$ cat src/rtl/timer_ctrl.sv
// timer_ctrl: load/run/halt sequencing, prescaler, counter with one-cycle history and sticky irq status.
// The debug halt (HALT state, halt_req/halt_ack) is built only when TIMER_HALT_EN is defined.
module timer_ctrl #(
    parameter int CNT_W = 8,
    parameter int DIV_W = 4
) (
    input  logic             pclk,
    input  logic             preset,
    input  logic             cfg_en,
    input  logic             cfg_updown,
    input  logic             cfg_load,
    input  logic [CNT_W-1:0] cfg_tdr,
    input  logic [DIV_W-1:0] cfg_div_val,
    input  logic [1:0]       int_en,
    input  logic [1:0]       int_clr,
    input  logic             halt_req,
    input  logic             ovf_trig,
    input  logic             udf_trig,
    output logic [CNT_W-1:0] cnt,
    output logic [CNT_W-1:0] last_cnt,
    output logic             load,
    output logic             en,
    output logic             updown,
    output logic [1:0]       trig_clr,
    output logic [1:0]       int_st,
    output logic             irq,
    output logic             halt_ack
);

    typedef enum logic [1:0] {IDLE, LOAD, RUN, HALT} state_e;

    state_e           state_q, state_d;
    logic [CNT_W-1:0] cnt_q, cnt_d;
    logic [CNT_W-1:0] last_cnt_q, last_cnt_d;
    logic [DIV_W-1:0] div_cnt_q, div_cnt_d;
    logic [1:0]       int_st_q, int_st_d;
    logic             tick;

`ifdef TIMER_HALT_EN
    logic halt_in;
    assign halt_in = halt_req;
`else
    logic unused_halt_req;
    assign unused_halt_req = halt_req;
`endif

    always_ff @(posedge pclk or posedge preset) begin
        if (preset) begin
            state_q    <= IDLE;
            cnt_q      <= '0;
            last_cnt_q <= '0;
            div_cnt_q  <= '0;
            int_st_q   <= '0;
        end else begin
            state_q    <= state_d;
            cnt_q      <= cnt_d;
            last_cnt_q <= last_cnt_d;
            div_cnt_q  <= div_cnt_d;
            int_st_q   <= int_st_d;
        end
    end

    // cfg_load overrides every other transition
    always_comb begin
        state_d = state_q;
        if (cfg_load) begin
            state_d = LOAD;
        end else begin
            case (state_q)
                IDLE: if (cfg_en) state_d = RUN;
                LOAD: state_d = cfg_en ? RUN : IDLE;
`ifdef TIMER_HALT_EN
                RUN: begin
                    if (halt_in)      state_d = HALT;
                    else if (!cfg_en) state_d = IDLE;
                end
                HALT: if (!halt_in) state_d = cfg_en ? RUN : IDLE;
`else
                RUN: if (!cfg_en) state_d = IDLE;
`endif
                default: state_d = IDLE;
            endcase
        end
    end

    assign tick = (state_q == RUN) && (div_cnt_q == cfg_div_val);

    // A lowered div_val leaves div_cnt above it, so it wraps through the full range before the next tick
    always_comb begin
        cnt_d      = cnt_q;
        last_cnt_d = cnt_q;
        div_cnt_d  = div_cnt_q;
        case (state_q)
            LOAD: begin
                // history takes the load value too, so no false wrap is seen
                cnt_d      = cfg_tdr;
                last_cnt_d = cfg_tdr;
                div_cnt_d  = '0;
            end
            RUN: begin
                if (tick) begin
                    div_cnt_d = '0;
                    cnt_d     = cfg_updown ? cnt_q - CNT_W'(1) : cnt_q + CNT_W'(1);
                end else begin
                    div_cnt_d = div_cnt_q + DIV_W'(1);
                end
            end
            HALT: div_cnt_d = div_cnt_q;
            default: div_cnt_d = '0;
        endcase
    end

    // set beats a simultaneous clear; pulses arriving during LOAD are stale and dropped
    always_comb begin
        int_st_d = int_st_q & ~int_clr;
        if (state_q != LOAD) begin
            int_st_d = int_st_d | {udf_trig, ovf_trig};
        end
    end

    assign cnt      = cnt_q;
    assign last_cnt = last_cnt_q;
    assign load     = (state_q == LOAD);
    assign en       = (state_q == RUN);
    assign updown   = cfg_updown;
    assign trig_clr = {2{state_q == LOAD}};
    assign int_st   = int_st_q;
    assign irq      = |(int_st_q & int_en);
`ifdef TIMER_HALT_EN
    assign halt_ack = (state_q == HALT);
`else
    assign halt_ack = 1'b0;
`endif

endmodule

$ cat config.mk
export PLATFORM = sky130hd
export DESIGN_NAME = timer_ctrl
export DESIGN_NICKNAME = d
export VERILOG_FILES = /design/src/rtl/timer_ctrl.sv
export SDC_FILE = /design/constraint.sdc
export NUM_CORES = 1
export LEC_CHECK = 0
export CORE_AREA = 2 2 53 68
export CTS_BUF_LIST = sky130_fd_sc_hd__clkbuf_4 sky130_fd_sc_hd__clkbuf_8 sky130_fd_sc_hd__clkbuf_16
export DETAILED_ROUTE_END_ITERATION = 8
export DIE_AREA = 0 0 55 70
export PLACE_DENSITY = 0.76
export SKIP_LAST_GASP = 1
export SYNTH_ARGS = -nofsm -noshare
export SYNTH_HDL_FRONTEND = slang
export SYNTH_SLANG_ARGS = --single-unit
$ cat constraint.sdc
create_clock -name pclk -period 2 [get_ports pclk]
set_input_delay 0.4 -clock pclk [delete_from_list [all_inputs] [get_ports pclk]]
set_output_delay 0.4 -clock pclk [all_outputs]
set_load 0.005 [all_outputs]
==> out/qor.csv, run 1 <==
stage,metric,value,unit
setup_path,critPathRequiredTime,2.18,ns
grt,busiest_layer,met2,
final_layout,final_core_util,62.6,%
grt,grt_start_max_net_pins,25,
sta,finalSetupViolCount,0,
placed_design,finalWeightedCongestion,0.805,
grt,grt_antenna_before_repair,0,
setup_path,worstSetupEndpointType,register,
grt,globalRouteTotalUtil,20.3,%
setup_path,data_arrival_critical_path,2.13,ns
placed_design,post-place-cells,247,
clock_tree,tritoncts.num_buffers,3,
logic_synthesis,synth_area_per_cell,9.32,um^2
grt,grt-ovfl-total,0,
setup_path,critPathMaxStageDelay,0.38,ns
clock_tree,tritoncts_clock_tree,done,
floorplan,starting_density,41.2,%
clock_tree,cts_root_buffer,sky130_fd_sc_hd__clkbuf_8,
placed_design,place_area,2000,um^2
sta,report.final.slew_viol_count,0,
logic_synthesis,synth-seq-cells,24,
route,dr.pass1.iters,4,
run_status,outcome,completed,
floorplan,design.die.area,3850,um^2
logic_synthesis,syn_nets,178,
route,drcViolationCount,0,
power_and_ir_drop,power.total,0.00136,W
final_layout,post_layout_nets,245,
placed_design,i_o_buffers,46,
power_and_ir_drop,power_per_cell_area,660,nW/um^2
power_and_ir_drop,cell_internal_pwr,0.000975,W
route,avgRoutedWirePerCell,14.3,um
setup_path,worst-path-buf-inv,1,
power_and_ir_drop,relative_contribution_of_the_clock_network_to_total_power,20.7,%
final_layout,post_route_cells_drive_above_1_share,17.5,%
grt,met2_usage,38.4,%
route,ant_nets,0,
power_and_ir_drop,ir_worst_vdd,0.563,mV
power_and_ir_drop,p_comb_share,37.4,%
logic_synthesis,netlist-cell-type-count,45,
setup_path,worstSetupStartpointType,input port,
grt,grt_pass1_vias,1360,
sta,finalCritPeriodShare,97.7,%
final_layout,finish.cell_count_without_fillers,250,
clock_tree,cts-root-to-sink-buffers,2,
setup_path,crit_type,in2reg,
grt,global_route.usage.met3,1.50,%
route,detailedRoute.firstIterationViolations,50,
power_and_ir_drop,power_switching,0.000390,W
logic_synthesis,synth-edff-count,0,
sta,fin_crit,1.95,ns
final_layout,filler_cell_count,293,
logic_synthesis,netlist_area,1360,um^2
route,routed_wl,3590,um
clock_tree,cts_hold_buffers,0,
setup_path,crit_family,simple AND/OR/NAND/NOR gates,
hold_path,min_path_type,in2async,
logic_synthesis,cells_after_synthesis,146,
route,overall_via_count_from_detail_route,1326,
clock_tree,clock_latency_of_the_later_clocked_register_in_the_worst_skew_pair,0.27,ns
setup_path,path_max_fanout,6,
logic_synthesis,ys_warn_count,0,
final_layout,final_area,2070,um^2
floorplan,dieWidth,55,um
clock_tree,cts.sink_count,24,
job,max_cap_viol_count,0,
grt,gr-usage-met1,22.2,%
floorplan,core,3300,um^2
sta,timing_hold_violations_final,0,
logic_synthesis,async_reset_ff_share,100,%
sta,fin_skew,0.00610,ns
placed_design,hpwlAfterDp,2840,um
final_layout,n_antenna_cell,0,
logic_synthesis,sequential_element_share_of_the_synthesized_area,44.1,%
clock_tree,htreeDepth,1,
sta,achievable-frequency,512,MHz
power_and_ir_drop,power_switching_share,28.6,%
grt,wire_length_of_the_first_global_routing_pass,5820,um
floorplan,io_pins,49,
route,post_drt_via_cell_ratio,5.30,
clock_tree,cts.reportedPaths.clkPinSlew,0.08,ns
logic_synthesis,synth_flop_cell,sky130_fd_sc_hd__dfrtp_1,
final_layout,synthToLayoutAreaGrowth,51.8,%
power_and_ir_drop,share_seq_of_total_power,41.9,%
floorplan,die_h,70,um
setup_path,critical_path.slowest_cell,sky130_fd_sc_hd__or3_1,
setup_path,crit_path_cell_trace,clkdlybuf4s15_2 > ha_1 > a211oi_2 > o21ai_1 > or3_1 > and3_1 > a311oi_2,
power_and_ir_drop,power_leakage,0.937,nW
floorplan,placementRows,24,
-- path summary, 6_finish.rpt --
check / start / to / slack [ns] / depth (start not counted)
max: cfg_updown / cnt[7] / 0.05 / 7
min: preset / last_cnt[7] / 0.48 / 3
max reg2reg: cnt[1] / cnt[7] / 0.05 / 6
min reg2reg: int_st[0] / int_st[0] / 0.55 / 2
max in group asynchronous: preset / state_q[0] / 1.26 / 3
min in group pclk: int_st[0] / int_st[0] / 0.55 / 2
-- layout make-up --
| class | instances | area (um^2) | share of cell area (%) |
|---|---|---|---|
| clock buffers | 3 | 41.3 | 2.00 |
| inverters | 10 | 37.5 | 1.82 |
| multi-input cells | 104 | 696 | 33.7 |
| flip-flops and latches | 24 | 602 | 29.1 |
| well taps | 39 | 48.8 | 2.36 |
| repair buffers | 70 | 642 | 31.1 |
-- cells in the final DEF (no fill, tap or decap), drive strengths merged, types with 2 or more instances in the layout --
master / netlist / final
a311oi: 2 / 2
or3: 2 / 2
mux2: 2 / 2
clkdlybuf4s50: 0 / 45
a21oi: 5 / 5
nand2: 24 / 24
clkbuf: 2 / 3
xnor2: 7 / 7
inv: 10 / 10
a21o: 2 / 2
ha: 7 / 7
a211oi: 3 / 3
buf: 6 / 24
o21ai: 10 / 10
nor2: 10 / 10
nand2b: 2 / 2
dfrtp: 24 / 24
nand3: 3 / 3
a211o: 2 / 2
nand4: 2 / 2
-- flip-flops by register name, indices dropped and copies added, names as in the netlist --
name,count
cnt,8
last_cnt,8
div_cnt_q,4
int_st,2
state_q,2
-- timing repair --
action,in CTS,in global routing
setup endpoints to repair,3,2
setup buffers,0,0
gates resized for setup,3,5
pin swaps,1,2
-- synthesized netlist by cell type (all sizes together), types with 3 or more instances --
library cell  count  share of area (%)
xnor2             7                4.5
a211oi            3                2.0
o21ai            10                3.7
nor2             10                2.8
a21oi             5                1.8
ha                7                6.4
dfrtp            24                 44
buf               6                2.9
inv              10                2.8
nand3             3                1.1
nand2            24                6.6
-- routing by layer --
layer  up-vias  part of all wire (%)  wire [um]
met5         -                     0          0
met4         0                   1.8         65
met3         6                   4.9        177
met2        43                    57       2030
met1       638                    37       1310
li1        639                     -          -
-- kinds of logic after synthesis --
family / after synthesis / share of synthesized area, %
xor+xnor: 8 / 5.15
flops: 24 / 44.1
compound gates: 36 / 18.7
other cells: 1 / 0.275
mux: 2 / 1.65
fa+ha+maj: 8 / 7.90
simple gates: 49 / 16.0
buf+inv: 18 / 6.25
-- power by group through the flow --
stage | clock network, W | registers, W | logic [W]
floorplan | 0 | 0.000586 | 0.000214
global placement | 0 | 0.000579 | 0.000487
detailed placement | 0 | 0.000581 | 0.000504
CTS | 0.000287 | 0.000571 | 0.000508
global route | 0.000312 | 0.000580 | 0.000563
finish | 0.000282 | 0.000572 | 0.000511
-- per-stage QoR --
step                TNS, ns  hold WS, ns  setup WS (ns)
floorplan                 0        0.415          0.119
CTS                       0        0.491         0.0170
global placement      -1.48        0.510         -0.470
finish                    0        0.477         0.0456
global route        -0.0260        0.502        -0.0260
detailed placement    -1.87        0.511         -0.547
-- worst min-delay path, cell delays in order --
cell and delay [ns]:
sky130_fd_sc_hd__clkdlybuf4s50_1 0.40, sky130_fd_sc_hd__inv_1 0.05, sky130_fd_sc_hd__buf_4 0.30
(Power assumes the default switching activity.)
==> inputs of run 2 (changes only) <==
--- a/config.mk
+++ b/config.mk
@@ -5,6 +5,7 @@
 export SDC_FILE = /design/constraint.sdc
 export NUM_CORES = 1
 export LEC_CHECK = 0
+export ABC_AREA = 0
 export CORE_AREA = 2 2 53 68
 export CTS_BUF_LIST = sky130_fd_sc_hd__clkbuf_4 sky130_fd_sc_hd__clkbuf_8 sky130_fd_sc_hd__clkbuf_16
 export DETAILED_ROUTE_END_ITERATION = 8
==> results of run 2 <==
Final layout, timing and power as in run 1 (identical DEF).
